$ cat src/rtl/cpu_debug_pkg.sv
// Shared definitions for the CPU debug readout blocks: dump FSM encoding and
// frame-geometry helpers derived from the register width.
package cpu_debug_pkg;

    localparam logic [1:0] IDLE = 2'd0;
    localparam logic [1:0] LOAD = 2'd1;
    localparam logic [1:0] SEND = 2'd2;
    localparam logic [1:0] DONE = 2'd3;

    localparam int DEFAULT_DATA_W = 32;
    localparam int BYTES_PER_REG  = 1 + DEFAULT_DATA_W / 8;

    // Frame length for an arbitrary register width: index byte plus data bytes.
    function automatic int bytes_per_reg(input int data_w);
        return 1 + data_w / 8;
    endfunction

    // byte_cnt must count 0..DATA_W/8 inclusive.
    function automatic int byte_cnt_w(input int data_w);
        return $clog2(data_w / 8 + 1);
    endfunction

endpackage

$ cat src/rtl/regfile_dump_byte_sel.sv
// Frame byte selector: byte 0 is the register index, bytes 1.. are the
// snapshot, most significant byte first.
module regfile_dump_byte_sel
    import cpu_debug_pkg::*;
#(
    parameter int DATA_W = 32,
    parameter int ADDR_W = 5,
    parameter int CNT_W  = byte_cnt_w(DATA_W)
) (
    input  logic [ADDR_W-1:0] idx,
    input  logic [DATA_W-1:0] snapshot,
    input  logic [CNT_W-1:0]  byte_cnt,
    output logic [7:0]        tx_data
);

    localparam int DATA_BYTES = DATA_W / 8;

    always_comb begin
        tx_data = 8'h00;
        if (byte_cnt == '0) begin
            tx_data = 8'(idx);
        end else begin
            for (int i = 1; i <= DATA_BYTES; i++) begin
                if (byte_cnt == CNT_W'(i)) begin
                    tx_data = snapshot[(DATA_BYTES - i) * 8 +: 8];
                end
            end
        end
    end

endmodule

$ cat src/rtl/regfile_dump_tx.sv
// Register-file dump engine: walks every register through a spare read port,
// snapshots it, and streams an {index, data MSB-first} frame per register.
module regfile_dump_tx
    import cpu_debug_pkg::*;
#(
    parameter int DATA_W   = 32,
    parameter int ADDR_W   = 5,
    parameter int NUM_REGS = 32
) (
    input  logic              clock,
    input  logic              resetn,
    input  logic              start,
    output logic [ADDR_W-1:0] rd_addr,
    input  logic [DATA_W-1:0] rd_data,
    output logic              tx_valid,
    input  logic              tx_ready,
    output logic [7:0]        tx_data,
    output logic              busy,
    output logic              done
);

    localparam int                DATA_BYTES = DATA_W / 8;
    localparam int                CNT_W      = byte_cnt_w(DATA_W);
    localparam logic [CNT_W-1:0]  LAST_CNT   = CNT_W'(DATA_BYTES);
    localparam logic [ADDR_W-1:0] LAST_IDX   = ADDR_W'(NUM_REGS - 1);

    logic [1:0]        state_q, state_d;
    logic [ADDR_W-1:0] idx_q, idx_d;
    logic [ADDR_W-1:0] rd_addr_q, rd_addr_d;
    logic [CNT_W-1:0]  byte_cnt_q, byte_cnt_d;
    logic [DATA_W-1:0] snapshot_q, snapshot_d;
    logic [7:0]        sel_byte;
    logic              accept;
    logic              last_byte;
    logic              last_reg;

    // tx_valid is exactly "in SEND", so a handshake is SEND plus ready.
    assign accept    = (state_q == SEND) && tx_ready;
    assign last_byte = (byte_cnt_q == LAST_CNT);
    assign last_reg  = (idx_q == LAST_IDX);

    always_ff @(posedge clock or negedge resetn) begin
        if (!resetn) begin
            state_q <= IDLE;
        end else begin
            state_q <= state_d;
        end
    end

    always_comb begin
        state_d = state_q;
        case (state_q)
            IDLE: begin
                if (start) state_d = LOAD;
            end
            LOAD: begin
                state_d = SEND;
            end
            SEND: begin
                if (accept && last_byte) begin
                    state_d = last_reg ? DONE : LOAD;
                end
            end
            DONE: begin
                state_d = IDLE;
            end
            default: begin
                state_d = IDLE;
            end
        endcase
    end

    always_ff @(posedge clock or negedge resetn) begin
        if (!resetn) begin
            idx_q      <= '0;
            rd_addr_q  <= '0;
            byte_cnt_q <= '0;
            snapshot_q <= '0;
        end else begin
            idx_q      <= idx_d;
            rd_addr_q  <= rd_addr_d;
            byte_cnt_q <= byte_cnt_d;
            snapshot_q <= snapshot_d;
        end
    end

    // rd_addr is registered alongside idx so the read port sees a clean
    // address for the whole LOAD cycle; the register file writes on negedge.
    always_comb begin
        idx_d      = idx_q;
        rd_addr_d  = rd_addr_q;
        byte_cnt_d = byte_cnt_q;
        snapshot_d = snapshot_q;
        case (state_q)
            IDLE: begin
                if (start) begin
                    idx_d     = '0;
                    rd_addr_d = '0;
                end
            end
            LOAD: begin
                snapshot_d = rd_data;
                byte_cnt_d = '0;
            end
            SEND: begin
                if (accept) begin
                    if (!last_byte) begin
                        byte_cnt_d = byte_cnt_q + 1'b1;
                    end else if (!last_reg) begin
                        idx_d     = idx_q + 1'b1;
                        rd_addr_d = idx_q + 1'b1;
                    end
                end
            end
            default: begin
            end
        endcase
    end

    regfile_dump_byte_sel #(
        .DATA_W (DATA_W),
        .ADDR_W (ADDR_W),
        .CNT_W  (CNT_W)
    ) u_byte_sel (
        .idx      (idx_q),
        .snapshot (snapshot_q),
        .byte_cnt (byte_cnt_q),
        .tx_data  (sel_byte)
    );

    always_comb begin
        tx_valid = 1'b0;
        busy     = 1'b0;
        done     = 1'b0;
        tx_data  = 8'h00;
        case (state_q)
            LOAD: begin
                busy = 1'b1;
            end
            SEND: begin
                busy     = 1'b1;
                tx_valid = 1'b1;
                tx_data  = sel_byte;
            end
            DONE: begin
                done = 1'b1;
            end
            default: begin
            end
        endcase
    end

    assign rd_addr = rd_addr_q;

endmodule

$ cat config.mk
export PLATFORM = sky130hd
export DESIGN_NAME = regfile_dump_tx
export DESIGN_NICKNAME = d
export VERILOG_FILES = /design/src/rtl/cpu_debug_pkg.sv /design/src/rtl/regfile_dump_byte_sel.sv /design/src/rtl/regfile_dump_tx.sv
export SDC_FILE = /design/constraint.sdc
export NUM_CORES = 1
export LEC_CHECK = 0
export BUFFER_PORTS_ARGS = -buffer_cell sky130_fd_sc_hd__buf_2
export CORE_UTILIZATION = 53
export CTS_BUF_LIST = sky130_fd_sc_hd__clkbuf_16
export DETAILED_ROUTE_END_ITERATION = 7
export MAX_ROUTING_LAYER = met4
export PLACE_DENSITY_LB_ADDON = 0.1
export SLEW_MARGIN = 20
export SYNTH_ARGS = -nofsm -noshare
export SYNTH_HDL_FRONTEND = slang
export SYNTH_HIERARCHICAL = 1
export SYNTH_SLANG_ARGS = --single-unit
$ cat constraint.sdc
create_clock -name clock -period 2.4 [get_ports clock]
set_input_delay 0.48 -clock clock [delete_from_list [all_inputs] [get_ports clock]]
set_output_delay 0.48 -clock clock [all_outputs]
set_load 0.01 [all_outputs]
==> metrics.yaml, run 1 <==
avgSynthCellArea_sq_um: 12.2
pre_cts_ws_ns: 0.321
worstPathRequired_ns: 1.92
synth.area.top_cells: "dfrtp_1, mux2_2, mux2i_1"
grt_pass1_vias: 1665
tns_ns: 0
diodes: 0
critical_path.max_stage_delay_ns: 0.51
synth_top_cell_area_share_pct: 46.6
postCtsHoldBufs: 0
start_util_pct: 55.6
syn_area_sq_um: 2260
synth_compound_area_share_pct: 10.6
cp_slowest_cell: "dfrtp_2"
tightestPinTransition_ns: 0.926
fp.dieH_microns: 67.3
final.fill_count: 324
hold_violations: 0
insertion_delay_ns: 0.28
drt_iter0_markers: 41
cts_tree: "yes"
syn2layout_area_growth_pct: 19.8
worstPathArrival_ns: 1.75
fin_crit_sh_pct: 92.9
grt_start_max_net_pins: 43
drive_gt1_share_pct: 44.5
p_per_area_nw_per_um2: 1290
antenna_found_initial: 0
yosysTopAreaCell: "dfrtp_1"
slew_headroom_pct: 38.3
core_sq_um: 4060
grt_first_pass_wirelength_mm: 7.90
synth.distinct_cells: 40
via_per_inst: 5.73
synthAdderAreaFrac_pct: 4.43
cts_buffers: 5
dr_total_vias: 1651
crit_fanout: 11
ys.warnings.count: 6
cts_num_sinks: 42
place_area_sq_um: 2530
status: "finished, final reports clean"
final-setup-viol-count: 0
nets: 281
stdcell_area_sq_um: 2700
path_clk_slew_ns: 0.06
r2r_setup_slack_ns: 0.34
ir_drop_mv: 0.636
grt-ovfl-total: 0
maxSlewViolCount: 0
cts_max_level: 2
synth_top_family_by_area: "multiplexers"
die_w_microns: 67.3
grtUsageTotal_pct: 25.1
synth_fp_nets: 229
hp-class: "in2async"
max_clock_freq_mhz: 449
crit_family: "flip-flops"
dr.pass1.iters: 4
muxShareOfSynthArea_pct: 22.7
dpl.cell_count: 280
ys_ff_latch: 42
fin_ws_ns: 0.171
end_kind: "output port"
critPathKind: "reg2out"
ant_nets: 0
p_leak_nw: 1.27
regArea_sq_um: 1050
ff2ff_path_depth: 6
cp_cell_sequence: "buf_4 > nor3b_2 > a21o_1 > and2_1 > buf_2"
die-area_sq_um: 4520
maxCapViolations: 0
numPortBuffers: 51
crit_path_start_kind: "flop"
drt-total-wl_mm: 5.00
ios: 52
post-route-drc-count: 0
min_period_ns: 2.23
yosysSeqAreaShare_pct: 46.6
fin_skew_ns: 0.00603
gp_congestion: 0.899
total_power_mw: 3.50
yosys.area_share.simple_pct: 11.1
grt_setup_unrepaired: "no"
synthCells: 185
cts_setup_buffers: 0
hpwlAfterDp_mm: 3.69
cts_root_buf: "clkbuf_16"
rows: 23
clock_path_buffers: 2
wire_per_inst_microns: 17.4
worstSetupPathDepth: 5
worst-path-buf-inv: 2
fin_cells: 288
multi_input_area_sq_um: 1110
synth-xor-area-share_pct: 0
==> cell type report <==
type                       count  share of cell area (%)
multi-input combinational    125                    40.9
clock buffer                   5                    4.63
timing repair buffer          55                    10.6
clock inverter                 3                    1.53
tap                           50                    2.31
inverter                       8                    1.11
sequential                    42                    39.0
==> final timing paths <==
check	start	end
worst max-delay path	byte_cnt_q[2]$_DFFE_PN0P_	tx_data[3]
worst min-delay path	resetn	rd_addr[3]$_DFFE_PN0P_
worst max register to register	rd_addr[0]$_DFFE_PN0P_	rd_addr[3]$_DFFE_PN0P_
worst min register to register	snapshot_q[21]$_DFFE_PN0N_	snapshot_q[21]$_DFFE_PN0N_
max in group asynchronous	resetn	byte_cnt_q[2]$_DFFE_PN0P_
min in group clock	rd_data[18]	snapshot_q[18]$_DFFE_PN0N_
==> synthesized netlist by cell type <==
cell type  count
inv_1          8
a21oi_1        5
o22ai_2        1
nor2b_2        1
and3_2         1
ha_1           8
nor2b_4        1
clkbuf_1       2
a221oi_1       2
a2bb2oi_1      1
and4b_2        1
mux2i_1       14
or4_1          2
nand4_1        2
a21o_1         5
or2_4          1
o22a_1         1
and3_1         2
nand3b_1       1
nor2_1         1
or2b_1         1
o22ai_1        7
nand3_1        2
dfrtp_1       42
nand3_2        1
and2_1         8
nor3b_2        1
nand2b_1       4
nand2_1        2
nand4b_1       1
a211oi_1       3
o21ai_1        1
o211ai_1       2
nor2b_1        3
a31oi_1        2
buf_6          4
a22oi_1        3
mux2_2        33
buf_2          4
a22o_1         1
==> layer usage <==
metal	vias to the layer above	global-route usage, %	wire length, microns
met3	4	5.07	152
met2	38	45.4	2750
met5	-	-	0
li1	781	-	-
met4	0	7.98	47
met1	828	27.3	2060
==> logic make-up (layout without fill, tap and decap cells) <==
family,Yosys count,after routing
muxes,47,47
DFF,42,42
and+or+nand+nor,36,36
AOI/OAI and AO/OA,34,34
buffers and inverters,18,71
adders and majority gates,8,8
==> placed cells by master (no fill, tap or decap), types with 2 or more instances in the layout <==
master	Yosys	routed
buf_2	4	51
dfrtp_1	42	40
mux2_2	33	33
mux2i_1	14	14
inv_1	8	9
and2_1	8	8
ha_1	8	7
o22ai_1	7	7
a21oi_1	5	5
clkbuf_16	0	5
a21o_1	5	5
nand2b_1	4	4
buf_4	0	4
nor2b_1	3	3
a211oi_1	3	3
a22oi_1	3	3
and3_1	2	2
nand2_1	2	2
a31oi_1	2	2
or4_1	2	2
nand3_1	2	2
o211ai_1	2	2
nand4_1	2	2
a221oi_1	2	2
dfrtp_2	0	2
==> timing repair <==
action / CTS / global route
pin swaps: 0 / 0
endpoints found under the setup margin: 2 / 8
gates resized for setup: 1 / 2
==> worst register-to-register path, stage by stage, from the launching register on <==
cell and delay, ns:
dfrtp_1 0.44, ha_1 0.26, and3_1 0.19, ha_1 0.26
nand4b_1 0.24, or4_1 0.49, o211ai_1 0.11
==> power by group <==
group	internal [mW]	switching, mW
Clock	0.487	0.269
Sequential	1.04	0.273
Combinational	0.776	0.652
==> through the flow <==
stage / hold WS (ns) / utilization (%)
after global routing: 0.409 / 66.6
after global placement: 0.495 / 62.4
final: 0.332 / 66.6
after CTS: 0.366 / 66.5
after floorplan: 0.184 / -
after detailed placement: 0.496 / 62.4
==> registers in the layout (all words and copies together) (netlist names) <==
register and cells:
byte_cnt_q 3, rd_addr 5, snapshot_q 32, state_q 2
Note: power is estimated with default switching activity, not from simulation.
==> inputs of run 2 (changes only) <==
==> constraint.sdc (replaced) <==
create_clock -name clock -period 2.4 [get_ports clock]
set_input_delay 0.48 -clock clock [delete_from_list [all_inputs] [get_ports clock]]
set_output_delay 0.48 -clock clock [all_outputs]
set_load 0.02 [all_outputs]
==> run 2 against run 1 <==
Compared with the run above:
- count of clock-buffer cells in the layout unchanged
- non-clock buffer count down 1
- clock power decreased by 3.7%
- utilization decreased by 0.22 points
- worst setup slack got worse by 0.0016 ns
- first-iteration DRC count is 95% higher
- sequential share of layout area grew 0.13 points
==> metrics.yaml, run 2 (synthesized netlist as in run 1, its figures left out) <==
grt_first_pass_wirelength_mm: 7.50  # -5.1%
hp-class: "in2async"
maxCapViolations: 0  # unchanged
max_clock_freq_mhz: 448  # about the same
crit_path_start_kind: "flop"
final-setup-viol-count: 0  # unchanged
end_kind: "output port"
gp_congestion: 0.816  # -9.2%
diodes: 0  # unchanged
largest_register_ffs: 32  # unchanged
clock_path_buffers: 2  # unchanged
nets: 280  # -0.36%
worstPathRequired_ns: 1.92  # about the same
cts_tree: "yes"
grt-ovfl-total: 0  # unchanged
cp_cell_sequence: "mux2i_1 > o22ai_1 > a21o_1 > and2_1 > buf_2"
insertion_delay_ns: 0.28  # about the same
cts_root_buf: "clkbuf_16"
drive_gt1_share_pct: 44.1  # -0.47 points
fp.dieH_microns: 67.3  # unchanged
grt_start_max_net_pins: 43  # unchanged
cts_num_sinks: 42  # unchanged
numPortBuffers: 51  # unchanged
wire_per_inst_microns: 16.4  # -5.4%
min_period_ns: 2.23  # +0.00162 ns
fin_crit_sh_pct: 92.9  # about the same
crit_family: "flip-flops"
drt-total-wl_mm: 4.70  # -6.1%
critical_path.max_stage_delay_ns: 0.59  # +0.08 ns
cp_slowest_cell: "dfrtp_2"
die-area_sq_um: 4520  # unchanged
critPathKind: "reg2out"
total_power_mw: 3.51  # +0.25%
fin_skew_ns: 0.00667  # +0.000647 ns
rows: 23  # unchanged
ios: 52  # unchanged
die_w_microns: 67.3  # unchanged
cts_max_level: 2  # unchanged
grt_setup_unrepaired: "no"
postLayoutCoreUtil_pct: 66.4  # -0.22 points
ant_nets: 0  # unchanged
final_common_cell: "buf_2"
slew_headroom_pct: 39.1  # +0.83 points
antenna_found_initial: 0  # unchanged
worst-path-buf-inv: 1  # -1
grtUsageTotal_pct: 23.3  # -1.8 points
syn2layout_area_growth_pct: 19.4
start_util_pct: 55.6  # unchanged
hpwlAfterDp_mm: 3.44  # -6.8%
tightestPinTransition_ns: 0.913  # -0.0124 ns
path_clk_slew_ns: 0.06  # about the same
p_per_area_nw_per_um2: 1300  # +0.58%
dr.pass1.iters: 4  # unchanged
hold_violations: 0  # unchanged
grt_pass1_vias: 1591  # -4.4%
status: "finished, final reports clean"
worstPathArrival_ns: 1.75  # about the same
dr_total_vias: 1612  # -2.4%
crit_fanout: 15  # +4
ir_drop_mv: 0.652  # +2.6%
top_register: "snapshot_q"
core_sq_um: 4060  # unchanged
cts_buffers: 5  # unchanged
tns_ns: 0  # unchanged
via_per_inst: 5.64  # -1.7%
drt_iter0_markers: 80  # +95%
post-route-drc-count: 0  # unchanged
maxSlewViolCount: 0  # unchanged
p_leak_nw: 1.26  # -0.73%
layout_common_cells: "buf_2, dfrtp_1, mux2_2, mux2i_1"
run 2: cell types whose count changed in the layout (fill, tap and decap cells not counted), sizes merged:
cell      delta
clkinv       +1
clkinvlp     -1
inv          -1
buf          -1
run 2: layout make-up:
type                       instances  area (sq um)
inverter                           8          30.0
sequential                        42          1050
multi-input combinational        125          1110
clock buffer                       5           125
clock inverter                     2          33.8
tap                               50          62.6
fill                             314          1360
timing repair buffer              54           278
run 2: worst reg2reg max path, cell delays in order (launching register included):
cell      delay (ns)
dfrtp_1         0.44
ha_1            0.26
and3_1          0.19
ha_1            0.25
nand4b_1        0.22
or4_1           0.48
o211ai_1        0.11
run 2: path summary, 6_finish.rpt:
check	slack, ns	start	depth (start not counted)	to
min	0.33	resetn	1	rd_addr[1]$_DFFE_PN0P_
max reg2reg	0.36	rd_addr[0]$_DFFE_PN0P_	6	rd_addr[3]$_DFFE_PN0P_
max	0.17	byte_cnt_q[0]$_DFFE_PN0P_	5	tx_data[2]
min reg2reg	0.51	snapshot_q[16]$_DFFE_PN0N_	1	snapshot_q[16]$_DFFE_PN0N_
min in group clock	0.43	rd_data[18]	2	snapshot_q[18]$_DFFE_PN0N_
max in group asynchronous	1.43	resetn	1	byte_cnt_q[2]$_DFFE_PN0P_
run 2: repair_timing:
| item | 4_1_cts | 5_1_grt |
|---|---|---|
| hold buffers | 0 | 0 |
| setup endpoints to repair | 8 | 5 |
| resized for setup | 2 | 2 |
| buffers inserted | 0 | 0 |
run 2: through the flow:
stage	cells	cell area (sq um)	hold slack [ns]	setup slack [ns]
final	286	2700	0.328	0.170
after global routing	286	2700	0.426	0.0787
after CTS	286	2690	0.368	0.0493
after detailed placement	279	2520	0.496	0.240
after global placement	279	2520	0.492	0.248
after floorplan	185	2260	0.184	0.444
run 2: routing by layer:
layer	global-route usage, %	share of wire [%]	routed length [microns]
met4	7.45	1.7	79
met1	30.0	45	2120
met2	36.8	50	2330
met5	-	0	0
met3	4.73	3.5	166
run 2: report_power, final:
| part | switching, mW | internal, mW | leakage, nW | total (mW) |
|---|---|---|---|---|
| registers | 0.269 | 1.04 | 0.507 | 1.31 |
| clock network | 0.247 | 0.481 | 0.0773 | 0.728 |
| logic | 0.698 | 0.772 | 0.679 | 1.47 |
==> inputs of run 3 (changes only) <==
--- a/config.mk
+++ b/config.mk
@@ -5,8 +5,9 @@
 export SDC_FILE = /design/constraint.sdc
 export NUM_CORES = 1
 export LEC_CHECK = 0
+export ABC_AREA = 1
 export BUFFER_PORTS_ARGS = -buffer_cell sky130_fd_sc_hd__buf_2
-export CORE_UTILIZATION = 53
+export CORE_UTILIZATION = 54
 export CTS_BUF_LIST = sky130_fd_sc_hd__clkbuf_16
 export DETAILED_ROUTE_END_ITERATION = 7
 export MAX_ROUTING_LAYER = met4
==> run 3 against run 2 <==
Compared with the run above:
- wire length is 0.28% lower
- fmax is 1.3% higher
- sequential power is 3% lower
- flip-flop and latch count stayed put
- utilization is 2.0 points higher
- largest power group unchanged
==> metrics.yaml, run 3 <==
cts_num_sinks: 42  # unchanged
nets: 356  # +27%
start_util_pct: 57.7  # +2.0 points
synth_fp_nets: 302  # +32%
worst-path-buf-inv: 3  # +2
grtUsageTotal_pct: 23.2  # -0.052 points
crit_path_start_kind: "flop"
critical_path.max_stage_delay_ns: 0.49  # -0.10 ns
crit_fanout: 14  # -1
max_clock_freq_mhz: 454  # +1.3%
final_common_cell: "nand2_1"
dr.pass1.iters: 4  # unchanged
p_seq_share_pct: 38.1  # +0.8 points
cp_cell_sequence: "inv_4 > nand2_2 > o21ai_0 > o21ai_1 > nand2_1 > nand2_1 > inv_1 > buf_2"
wire_per_inst_microns: 12.9  # -21%
hold_violations: 0  # unchanged
r2r-start: "state_q[0]$_DFFE_PN0P_"
top_register: "snapshot_q"
end_kind: "output port"
avgSynthCellArea_sq_um: 9.13  # -25%
status: "finished, final reports clean"
synthFlopType: "dfrtp_1"
ff2ff_path_depth: 9  # +3
p_leak_nw: 1.51  # +19%
cts_setup_buffers: 0  # unchanged
fin_skew_ns: 0.00220  # -0.00447 ns
cts_max_level: 2  # unchanged
ir_drop_mv: 0.501  # -23%
diodes: 0  # unchanged
cts_tree: "yes"
dr_total_vias: 1843  # +14%
p_sw_share_pct: 35.5  # +0.84 points
worstPathRequired_ns: 1.92  # about the same
multi_input_area_sq_um: 1100  # -1.4%
synth_edf_count: 0  # unchanged
ant_nets: 0  # unchanged
ys_ff_latch: 42  # unchanged
fin_ws_ns: 0.198  # +0.0279 ns
die-area_sq_um: 4630  # +2.4%
combPwrFrac_pct: 39.2  # -2.7 points
ios: 52  # unchanged
grt_start_max_net_pins: 22  # -49%
drive_gt1_share_pct: 37.7  # -6.4 points
p_per_area_nw_per_um2: 1190  # -8.6%
via_per_inst: 5.08  # -9.9%
drt-total-wl_mm: 4.69  # -0.28%
post-route-drc-count: 0  # unchanged
drt_iter0_markers: 103  # +29%
grt_pass1_vias: 1695  # +6.5%
postCtsHoldBufs: 0  # unchanged
switchingPower_mw: 1.18  # -2.9%
hpwlAfterDp_mm: 3.46  # +0.73%
synth.area.top_cells: "dfrtp_1, mux2_2, nand2_1"
grt-ovfl-total: 0  # unchanged
crit_path_frequent_cell: "nand2_1"
syn2layout_area_growth_pct: 18.6
dpl.cell_count: 355  # +27%
crit_family: "flip-flops"
pre_cts_ws_ns: 0.366  # +0.127 ns
yosysTopAreaCell: "dfrtp_1"
grt_first_pass_wirelength_mm: 7.63  # +1.7%
tns_ns: 0  # unchanged
r2r_setup_slack_ns: 0.55  # +0.19 ns
syn_area_sq_um: 2360  # +4.4%
rows: 23  # unchanged
gp_congestion: 0.846  # +3.6%
clockPowerShare_pct: 22.7  # +1.9 points
grt_setup_unrepaired: "no"
postLayoutCoreUtil_pct: 68.4  # +2.0 points
synth.most_common_cell: "nand2_1"
ctsResizeCount: 0  # -2
path_clk_slew_ns: 0.06  # about the same
synthCells: 258  # +39%
cp_slowest_cell: "dfrtp_2"
yosysSeqAreaShare_pct: 44.6  # -2.0 points
critPathKind: "reg2out"
hold_ws_ns: 0.0925  # -0.236 ns
cts_root_buf: "clkbuf_16"
synth_common_cells: "nand2_1, dfrtp_1, mux2_2, inv_1, nand3_1"
slew_headroom_pct: 65.9  # +27 points
cts_buffers: 5  # unchanged
fp.dieH_microns: 68.1  # +1.2%
antenna_found_initial: 0  # unchanged
cellInternalPower_mw: 2.14  # -6.4%
min_period_ns: 2.20  # -0.0279 ns
ys.warnings.count: 6  # unchanged
numPortBuffers: 51  # unchanged
synth.distinct_cells: 26  # -35%
insertion_delay_ns: 0.28  # about the same
die_w_microns: 68.1  # +1.2%
largest_register_ffs: 32  # unchanged
r2r_end: "byte_cnt_q[0]$_DFFE_PN0P_"
maxSlewViolCount: 0  # unchanged
worstPathArrival_ns: 1.72  # -0.03 ns
synth_top_cell_area_share_pct: 44.6  # -2.0 points
maxCapViolations: 0  # unchanged
async_reset_ff_share_pct: 100  # unchanged
final.fill_count: 349  # +11%
fin_cells: 363  # +27%
layout_common_cells: "nand2_1, buf_2, dfrtp_1, mux2_2, inv_1"
regArea_sq_um: 1050  # unchanged
fin_crit_sh_pct: 91.8  # -1.2 points
final-setup-viol-count: 0  # unchanged
hp-class: "in2async"
clock_path_buffers: 2  # unchanged
core_sq_um: 4090  # +0.71%
tightestPinTransition_ns: 0.512  # -0.401 ns
==> run 3: cell count changes in the layout (fill, tap and decap cells not counted), sizes merged, moves of 11 or more <==
cell	change
o21ai	+11
inv	+24
nand2	+76
mux2i	-14
nor2	+16
nand3	+16
==> run 3: worst max path at each step <==
| stage | endpoint | slack, ns | start | depth (start not counted) |
|---|---|---|---|---|
| final | tx_data[4] | 0.20 | byte_cnt_q[2]$_DFFE_PN0P_ | 8 |
| after global routing | tx_data[1] | 0.06 | byte_cnt_q[1]$_DFFE_PN0P_ | 10 |
| after floorplan | tx_data[0] | 0.60 | state_q[0]$_DFFE_PN0P_ | 6 |
| after global placement | tx_data[7] | 0.39 | byte_cnt_q[2]$_DFFE_PN0P_ | 9 |
| after CTS | tx_data[3] | 0.06 | byte_cnt_q[1]$_DFFE_PN0P_ | 10 |
| after detailed placement | tx_data[7] | 0.37 | byte_cnt_q[2]$_DFFE_PN0P_ | 9 |
==> run 3: metal layers <==
layer	up-vias	routed length [microns]	GRT usage, %	part of all wire [%]
met1	857	2210	31.6	47
met4	0	44	6.77	0.94
met5	-	0	-	0
met2	45	2210	34.2	47
met3	7	225	5.67	4.8
li1	934	-	-	-
==> run 3: layout make-up <==
cell class	count	area share, %
sequential	42	37.7
clock inverter	3	1.48
clock buffer	5	4.48
multi-input combinational	176	39.3
timing repair buffer	56	10.5
inverter	31	4.34
tap	50	2.24
==> run 3: cells by family after synthesis <==
kind of cell | count (synthesis) | synth area share [%]
multiplexers | 32 | 15.3
buffers and inverters | 40 | 8.82
AND/OR/NAND/NOR | 119 | 22.3
XOR/XNOR | 1 | 0.372
adder cells (fa/ha/maj) | 8 | 4.25
AO/OA/AOI/OAI | 16 | 4.35
flip-flops | 42 | 44.6
==> run 3: stage by stage <==
step | power, mW | instance area, sq um
floorplan | 2.34 | 2360
global placement | 2.56 | 2620
detailed placement | 2.59 | 2620
CTS | 3.36 | 2790
global route | 3.56 | 2790
finish | 3.32 | 2790
==> run 3: power by group through the flow <==
stage          Sequential (mW)  Clock, mW  Combinational (mW)
6_report                  1.27      0.753                1.30
5_1_grt                   1.32      0.795                1.45
4_1_cts                   1.27      0.770                1.32
3_5_place_dp              1.28          0                1.31
3_3_place_gp              1.28          0                1.28
2_1_floorplan             1.20          0                1.14
